**src/rtl/vend_pkg.sv**
```systemverilog
`default_nettype none
// ============================================================================
// vend_pkg : shared state/class types and default widths for the coin acceptor
// Revision : 1.0
// ============================================================================
package vend_pkg;

   localparam int c_SYNC_STAGES = 2;
   localparam int c_DEB_CYCLES  = 4;
   localparam int c_NICKEL_MIN  = 8;
   localparam int c_NICKEL_MAX  = 15;
   localparam int c_DIME_MIN    = 20;
   localparam int c_DIME_MAX    = 31;
   localparam int c_TIMEOUT     = 48;
   localparam int c_GAP_CYCLES  = 8;
   localparam int c_CNT_W       = 6;

   typedef enum logic [1:0] {IDLE, MEASURE, GAP, FAULT} coin_state_t;
   typedef enum logic [1:0] {NONE, NICKEL, DIME, REJECT} coin_class_t;

   // Dime window is tested first so overlapping windows resolve to the larger coin.
   function automatic coin_class_t classify(input int   w,
                                            input logic bad,
                                            input int   nmin,
                                            input int   nmax,
                                            input int   dmin,
                                            input int   dmax);
      coin_class_t cls;
      if (bad)                           cls = REJECT;
      else if (w >= dmin && w <= dmax)   cls = DIME;
      else if (w >= nmin && w <= nmax)   cls = NICKEL;
      else                               cls = REJECT;
      return cls;
   endfunction

endpackage
`default_nettype wire

```
**src/rtl/coin_debounce.sv**
```systemverilog
`default_nettype none
// ============================================================================
// coin_debounce : synchroniser chain plus stability counter on the coin sensor
// Revision      : 1.0
// ============================================================================
module coin_debounce #(
   parameter int SYNC_STAGES = 2,
   parameter int DEB_CYCLES  = 4
) (
   input  logic clk,
   input  logic reset,
   input  logic coin_sense_i,
   output logic db_o
);

   localparam int c_DCW = $clog2(DEB_CYCLES + 1);

   logic [SYNC_STAGES-1:0] sync_q;
   logic [c_DCW-1:0]       stab_q, stab_d;
   logic                   db_q, db_d;
   logic                   sync;

   assign sync = sync_q[SYNC_STAGES-1];

   always_ff @(posedge clk or posedge reset) begin
      if (reset) begin
         sync_q <= '0;
         stab_q <= '0;
         db_q   <= 1'b0;
      end else begin
         sync_q <= SYNC_STAGES'({sync_q, coin_sense_i});
         stab_q <= stab_d;
         db_q   <= db_d;
      end
   end

   // The counter tracks consecutive mismatch cycles; any agreement clears it.
   always_comb begin
      stab_d = '0;
      db_d   = db_q;
      if (sync != db_q) begin
         if (stab_q == c_DCW'(DEB_CYCLES - 1)) begin
            db_d = sync;
         end else begin
            stab_d = stab_q + 1'b1;
         end
      end
   end

   assign db_o = db_q;

endmodule
`default_nettype wire

```
**src/rtl/coin_acceptor.sv**
```systemverilog
`default_nettype none
// ============================================================================
// coin_acceptor : pulse-width coin classifier emitting n / d / reject strobes
// Revision      : 1.0
// ============================================================================
module coin_acceptor
   import vend_pkg::*;
#(
   parameter int SYNC_STAGES = c_SYNC_STAGES,
   parameter int DEB_CYCLES  = c_DEB_CYCLES,
   parameter int NICKEL_MIN  = c_NICKEL_MIN,
   parameter int NICKEL_MAX  = c_NICKEL_MAX,
   parameter int DIME_MIN    = c_DIME_MIN,
   parameter int DIME_MAX    = c_DIME_MAX,
   parameter int TIMEOUT     = c_TIMEOUT,
   parameter int GAP_CYCLES  = c_GAP_CYCLES,
   parameter int CNT_W       = c_CNT_W
) (
   input  logic clk,
   input  logic reset,
   input  logic coin_sense,
   input  logic inhibit,
   output logic n,
   output logic d,
   output logic reject,
   output logic fault,
   output logic busy
);

   localparam int               c_GW        = $clog2(GAP_CYCLES + 1);
   localparam logic [CNT_W-1:0] c_CNT_ONE   = CNT_W'(1);
   localparam logic [CNT_W-1:0] c_CNT_TMO   = CNT_W'(TIMEOUT);
   localparam logic [c_GW-1:0]  c_GAP_LOAD  = c_GW'(GAP_CYCLES);
   localparam logic [c_GW-1:0]  c_GAP_ONE   = c_GW'(1);

   logic db;

   coin_debounce #(
      .SYNC_STAGES (SYNC_STAGES),
      .DEB_CYCLES  (DEB_CYCLES)
   ) u_debounce (
      .clk          (clk),
      .reset        (reset),
      .coin_sense_i (coin_sense),
      .db_o         (db)
   );

   coin_state_t      state_q, state_d;
   logic [CNT_W-1:0] count_q, count_d;
   logic [c_GW-1:0]  gap_q, gap_d;
   logic             bad_q, bad_d;
   logic             n_q, n_d, d_q, d_d, reject_q, reject_d;
   logic             fault_q, fault_d, busy_q, busy_d;
   coin_class_t      cls;

   always_ff @(posedge clk or posedge reset) begin
      if (reset) begin
         state_q  <= IDLE;
         count_q  <= '0;
         gap_q    <= '0;
         bad_q    <= 1'b0;
         n_q      <= 1'b0;
         d_q      <= 1'b0;
         reject_q <= 1'b0;
         fault_q  <= 1'b0;
         busy_q   <= 1'b0;
      end else begin
         state_q  <= state_d;
         count_q  <= count_d;
         gap_q    <= gap_d;
         bad_q    <= bad_d;
         n_q      <= n_d;
         d_q      <= d_d;
         reject_q <= reject_d;
         fault_q  <= fault_d;
         busy_q   <= busy_d;
      end
   end

   always_comb begin
      state_d  = state_q;
      count_d  = count_q;
      gap_d    = gap_q;
      bad_d    = bad_q;
      n_d      = 1'b0;
      d_d      = 1'b0;
      reject_d = 1'b0;
      fault_d  = fault_q;
      cls      = NONE;

      case (state_q)
         IDLE: begin
            if (db) begin
               state_d = MEASURE;
               count_d = c_CNT_ONE;
               bad_d   = inhibit;
            end
         end
         MEASURE: begin
            if (db) begin
               if (count_q != '1) count_d = count_q + 1'b1;
               if (count_d >= c_CNT_TMO) begin
                  state_d  = FAULT;
                  reject_d = 1'b1;
                  fault_d  = 1'b1;
               end
            end else begin
               cls      = classify(32'(count_q), bad_q, NICKEL_MIN, NICKEL_MAX,
                                   DIME_MIN, DIME_MAX);
               n_d      = (cls == NICKEL);
               d_d      = (cls == DIME);
               reject_d = (cls == REJECT);
               state_d  = GAP;
               gap_d    = c_GAP_LOAD;
            end
         end
         GAP: begin
            // A coin arriving inside the hold-off is measured but always refused.
            if (db) begin
               state_d = MEASURE;
               count_d = c_CNT_ONE;
               bad_d   = 1'b1;
            end else if (gap_q <= c_GAP_ONE) begin
               state_d = IDLE;
               gap_d   = '0;
            end else begin
               gap_d = gap_q - 1'b1;
            end
         end
         FAULT: begin
            if (!db) begin
               fault_d = 1'b0;
               state_d = GAP;
               gap_d   = c_GAP_LOAD;
            end
         end
         default: state_d = IDLE;
      endcase

      busy_d = (state_d != IDLE);
   end

   assign n      = n_q;
   assign d      = d_q;
   assign reject = reject_q;
   assign fault  = fault_q;
   assign busy   = busy_q;

endmodule
`default_nettype wire

```
**config.mk**
```make
export PLATFORM = sky130hd
export DESIGN_NAME = coin_acceptor
export DESIGN_NICKNAME = d
export VERILOG_FILES = /design/src/rtl/vend_pkg.sv /design/src/rtl/coin_debounce.sv /design/src/rtl/coin_acceptor.sv
export SDC_FILE = /design/constraint.sdc
export NUM_CORES = 1
export LEC_CHECK = 0
export CORE_MARGIN = 2
export CORE_UTILIZATION = 30
export CTS_CLUSTER_DIAMETER = 50
export DETAILED_ROUTE_END_ITERATION = 8
export PLACE_DENSITY_LB_ADDON = 0.05
export SYNTH_ARGS = -nofsm -noshare
export SYNTH_HDL_FRONTEND = slang
export SYNTH_SLANG_ARGS = --single-unit
```
**constraint.sdc**
```tcl
create_clock -name clk -period 3.01 [get_ports clk]
set_input_delay 0.4515 -clock clk [delete_from_list [all_inputs] [get_ports clk]]
set_output_delay 0.4515 -clock clk [all_outputs]
set_load 0.05 [all_outputs]
```
Yosys cells after proc, flatten, opt, wreduce, memory -nomap -nowiden
Index checks and enable logic that the tools add are counted.
{"block": "word_totals", "register_bits": 24, "out_inout_bits": 5}
{"block": "op_classes", "n_reduce_logical": 15, "n_eq_ne": 17, "addsub": 3, "order_cmp": 6, "muxes": 38}
{"cell": "$mux W6", "count": 5}
{"cell": "$mux W2", "count": 11}
{"cell": "$mux W1", "count": 12}
{"cell": "$mux W4", "count": 3}
{"cell": "$pmux W6 S2", "count": 1}
{"cell": "$reduce_bool A2 Y1", "count": 5}
{"cell": "$reduce_and A3 Y1", "count": 3}
{"cell": "$eq A2 B2 Y1 const B", "count": 4}
{"cell": "$ne A2 B1 Y1 const B", "count": 4}
{"cell": "$ne A2 B2 Y1 const B", "count": 4}
{"cell": "$pmux W2 S4", "count": 1}
{"cell": "$pmux W4 S2", "count": 1}
{"cell": "$add A6 B1 Y6 const B", "count": 1}
{"cell": "$ge A6 B4 Y1 const B", "count": 1}
{"cell": "$ge A6 B5 Y1 const B", "count": 1}
{"cell": "$ge A6 B6 Y1 const B", "count": 1}
{"cell": "$le A6 B4 Y1 const B", "count": 1}
{"cell": "$le A6 B5 Y1 const B", "count": 1}
{"cell": "$mux W3", "count": 2}
{"cell": "$ne A6 B6 Y1 const B", "count": 1}
{"cell": "$eq A2 B1 Y1 const B", "count": 2}
{"cell": "$le A4 B1 Y1 const B", "count": 1}
{"cell": "$pmux W1 S2", "count": 2}
{"cell": "$reduce_and A4 Y1", "count": 1}
{"cell": "8 further kinds", "count": 10}

Depth between registers and ports, before layout
{"block": "logic_depth", "ltp_word": 10, "depth_mapped": 6, "mapped_depth_nobuf": 6}

By module
From an unflattened synthesis, not the netlist that was laid out.
{"block": "hier_totals", "cells_unflattened": 127, "hier_area_um2": 1352.5}
{"mod": "coin_acceptor", "area_per_inst_um2": 1124.8, "cells_each": 113, "instances": 1}
{"mod": "coin_debounce", "area_per_inst_um2": 227.7, "cells_each": 14, "instances": 1}

Least setup slack after synthesis
Ideal clock, no wire load.
{"block": "synth_path", "kind": "register -> register", "from": "register count_q[0]", "to": "register count_q[3]", "slack_ns": 1.484, "arrival_time_ns": 1.449, "required_time_ns": 2.933, "n_path_buf": 0, "path_stages_with_launch": 6, "cell_sequence": "dfrtp_1 ha_1 nand3_1 o221ai_1 or3_1 a21oi_1"}
{"block": "synth_between", "elab_chain_cells": 6}
{"element": "start: declaration", "line": "coin_acceptor.sv:49", "rtl": "logic [CNT_W-1:0] count_q, count_d;"}
{"element": "start signal: assignment", "line": "coin_acceptor.sv:69", "rtl": "count_q <= count_d;"}
{"element": "$add A6 B1 Y6 or $ne A6 B6 Y1 (tied branches)", "line": "coin_acceptor.sv:101", "rtl": "if (count_q != '1) count_d = count_q + 1'b1;"}
{"element": "$mux W6 (*)", "line": "coin_acceptor.sv:101"}
{"element": "$mux W6 (*)", "line": "coin_acceptor.sv:100", "rtl": "if (db) begin"}
{"element": "$mux W6 (*)", "line": "coin_acceptor.sv:91", "rtl": "case (state_q)"}
{"element": "$mux W6 (*)", "line": "coin_acceptor.sv:100"}
{"element": "$pmux W6 S2 (*)", "line": "coin_acceptor.sv:91"}
Every way passes the cells marked *; elsewhere a longest branch is shown, timed or not. The select of a mux whose other input is x is not followed.
A chain may end at the register's enable or synchronous reset.

Final worst setup path
{"block": "layout_path", "from": "register fault_q (netlist: fault)", "to": "output fault"}
{"element": "start: declaration", "line": "coin_acceptor.sv:53", "rtl": "logic fault_q, fault_d, busy_q, busy_d;"}
{"element": "start signal: assignment", "line": "coin_acceptor.sv:75", "rtl": "fault_q <= fault_d;"}
{"element": "end: declaration", "line": "coin_acceptor.sv:26", "rtl": "output logic fault,"}
No word-level cell between the ends.

==> results by group <==
Outcome
  • Status: completed

Worst setup path
  • Worst Setup End Kind: output port
  • Worst-path cell chain: clkdlybuf4s50_1
  • CP Launch Type: flop
  • Setup CP Type: reg -> out
  • CP peak stage delay: around 0.80 ns
  • Maximum fanout along the worst path: 2
  • WP buf/inv: 1
  • Top Family by Delay on Critical Path: buffers and inverters
  • CP required: between 2 and 3 ns
  • Crit path max-delay cell type: clkdlybuf4s50_1
  • Worst Path Arrival: about 1.4 ns

Floorplan
  • DIE WIDTH: around 66 µm
  • Core region area: 3690 µm²
  • Initial Util: 0.316
  • # IOs: 9
  • Die height: 66.3 µm
  • Die area: between 4000 and 5000 µm²
  • Row cnt: 22

Placement
  • Post-DP HPWL: ~1500 µm
  • Buffers on Ports: 8
  • Area after DPL: 1280 µm²
  • Global placer's final weighted congestion: between 0.7 and 0.8

STA
  • FMAX: around 530 MHz
  • Setup Skew: between 0.002 and 0.003 ns
  • RSZ-0062 raised after global routing: false
  • Relative slew margins: 0.391
  • Setup tns final: 0 ns
  • Tmin final: about 1.9 ns
  • Fin. max-slew vios: 0
  • Final Hold Fails: 0
  • Final Cycle Share: 0.622
  • Worst slew pin tran: roughly 0.9 ns
  • Final Setup Violations: 0

Final layout
  • Final #Nets: roughly 130
  • Multi-input gate area: slightly above 500 µm²
  • Share of layout cells above drive strength 1: 0.0645
  • Layout fillers: ~390
  • Register Area: roughly 600 µm²
  • Area delta synth->final: 14.9%
  • Design area: approximately 1300 µm²
  • ANT cells: 0

Clock network
  • Max clock buf depth: 2
  • Post-CTS setup buffers: 0
  • CTS resizes: 0
  • CTS tree: built
  • CTS buffer count: 3
  • Cts hold-fix bufs: 0
  • H-tree lvl count: 1
  • Clock slew at reported path FFs: about 0.080 ns
  • Clock Sinks: 24
  • Worst skew pair latency: between 0.2 and 0.3 ns
  • Clk root buf: clkbuf_8

GRT
  • Largest net degree at the start of global routing: 25
  • First-pass GRT wire length: 3730 µm
  • Initial antenna violation count: 0
  • GRT Total Usage: 0.114
  • Vias in the first global route: 803
  • GRT Residual Overflow: 0

Drt
  • DRT iter0 DRCs: 34
  • Detail-routed via count per cell: about 4.9
  • Wire per inst: 12.6 µm
  • Total Wirelength: ~2200 µm
  • First drt pass iteration count: 4
  • Antenna viol nets, final: 0
  • Via Count: approximately 840
  • # DRC: 0

Synth
  • Synth Cell Area: between 1000 and 1500 µm²
  • Syn Inst Count: around 120
  • Async set-reset flop share out of synthesis: 1.00
  • Synth top area share: 0.516
  • Yosys warnings: 0
  • Synth top area cells: dfrtp_1, ha_1, nand2_1, a21oi_1, nand2b_1
  • Area leader, netlist: dfrtp_1
  • Seq cells post-synth: 24
  • Mean post-synth cell area: between 9 and 10 µm²
  • Post-synth EDFFs: 0
  • Register area share after synthesis: 0.516
  • Primary FF master, synth: dfrtp_1
  • Syn Nets: roughly 130
  • Synth cell types: 35

Pwr
  • Maximum vdd drop: about 0.38 mV
  • Lkg Pwr: 0.575 nW
  • Pwr dens: 900 nW/µm²

Flow run
  • Max Cap Violations: 0

Min path
  • HP Class: reg -> reg
[area by class of cell]
| type | instances | share of cell area |
|---|---|---|
| clock buffers | 4 | 0.0411 |
| inverters | 8 | 0.0224 |
| multi-input cells | 80 | 0.383 |
| flip-flops and latches | 24 | 0.449 |
| well taps | 48 | 0.0449 |
| repair buffers | 8 | 0.0598 |
[cells in the mapped netlist (2+ instances only)]
master / number
o41ai_1: 2
nor3_1: 5
xnor2_1: 2
a21oi_1: 8
nor2b_1: 5
ha_1: 5
nor2_1: 7
nand2b_1: 5
dfrtp_1: 24
inv_1: 8
buf_2: 2
nand3_1: 4
o21ai_0: 5
nand2_1: 11
clkbuf_1: 2
o31ai_1: 2
nor3b_1: 2
[report_power, final]
group	switching [mW]	internal [mW]	leakage, nW
clock	0.0987	0.117	0.0288
sequential	0.137	0.413	0.304
combinational	0.253	0.185	0.242
[routing by layer]
layer,vias up,part of all wire,GRT usage
li1,425,-,-
met1,395,0.51,0.157
met2,18,0.43,0.161
met3,4,0.043,0.0409
met4,0,0.019,0.0434
met5,-,0,0
[cell families after synthesis]
kind of cell / share of synthesized area
AOI/OAI and AO/OA: 0.153
xor gates and xnor gates: 0.0150
muxes: 0.0183
adders and majority gates: 0.0537
DFF: 0.516
and+or+nand+nor: 0.201
buffers and inverters: 0.0440
[cells in the final DEF, fill, tap and decap left out, types with 4 or more instances in the layout]
| master | count |
|---|---|
| nand3_1 | 4 |
| nor3_1 | 5 |
| clkdlybuf4s50_1 | 8 |
| a21oi_1 | 8 |
| nor2_1 | 7 |
| dfrtp_1 | 24 |
| nand2b_1 | 5 |
| clkbuf_8 | 4 |
| ha_1 | 5 |
| nand2_1 | 11 |
| o21ai_0 | 5 |
| inv_1 | 8 |
| nor2b_1 | 5 |
[sequential cells by signal, indices dropped and copies added (netlist names)]
register	count
count_q	6
u_debounce.sync_q	2
reject	1
fault	1
d	1
u_debounce.stab_q	3
bad_q	1
gap_q	4
busy	1
state_q	2
n	1
u_debounce.db_o	1
[final timing paths]
path,end,slack [ns],depth (start not counted),startpoint
max reg2reg,count_q[3],1.22,3,u_debounce.db_o
min,u_debounce.sync_q[1],0.36,0,u_debounce.sync_q[0]
max in group asynchronous,reject,1.77,2,reset
min in group asynchronous,count_q[3],0.68,2,reset
max,fault,1.14,1,fault
min reg2reg,u_debounce.sync_q[1],0.36,0,u_debounce.sync_q[0]
[stage by stage]
step	setup slack, ns	util	instances	hold WS, ns	power [mW]
2_1_floorplan	1.48	-	117	0.331	0.882
3_3_place_gp	1.30	0.348	168	0.333	0.999
3_5_place_dp	1.26	0.348	168	0.343	0.995
4_1_cts	1.12	0.363	172	0.362	1.22
5_1_grt	1.01	0.363	172	0.371	1.31
6_report	1.14	0.363	172	0.355	1.20
Power figures use the tool's default switching activity.
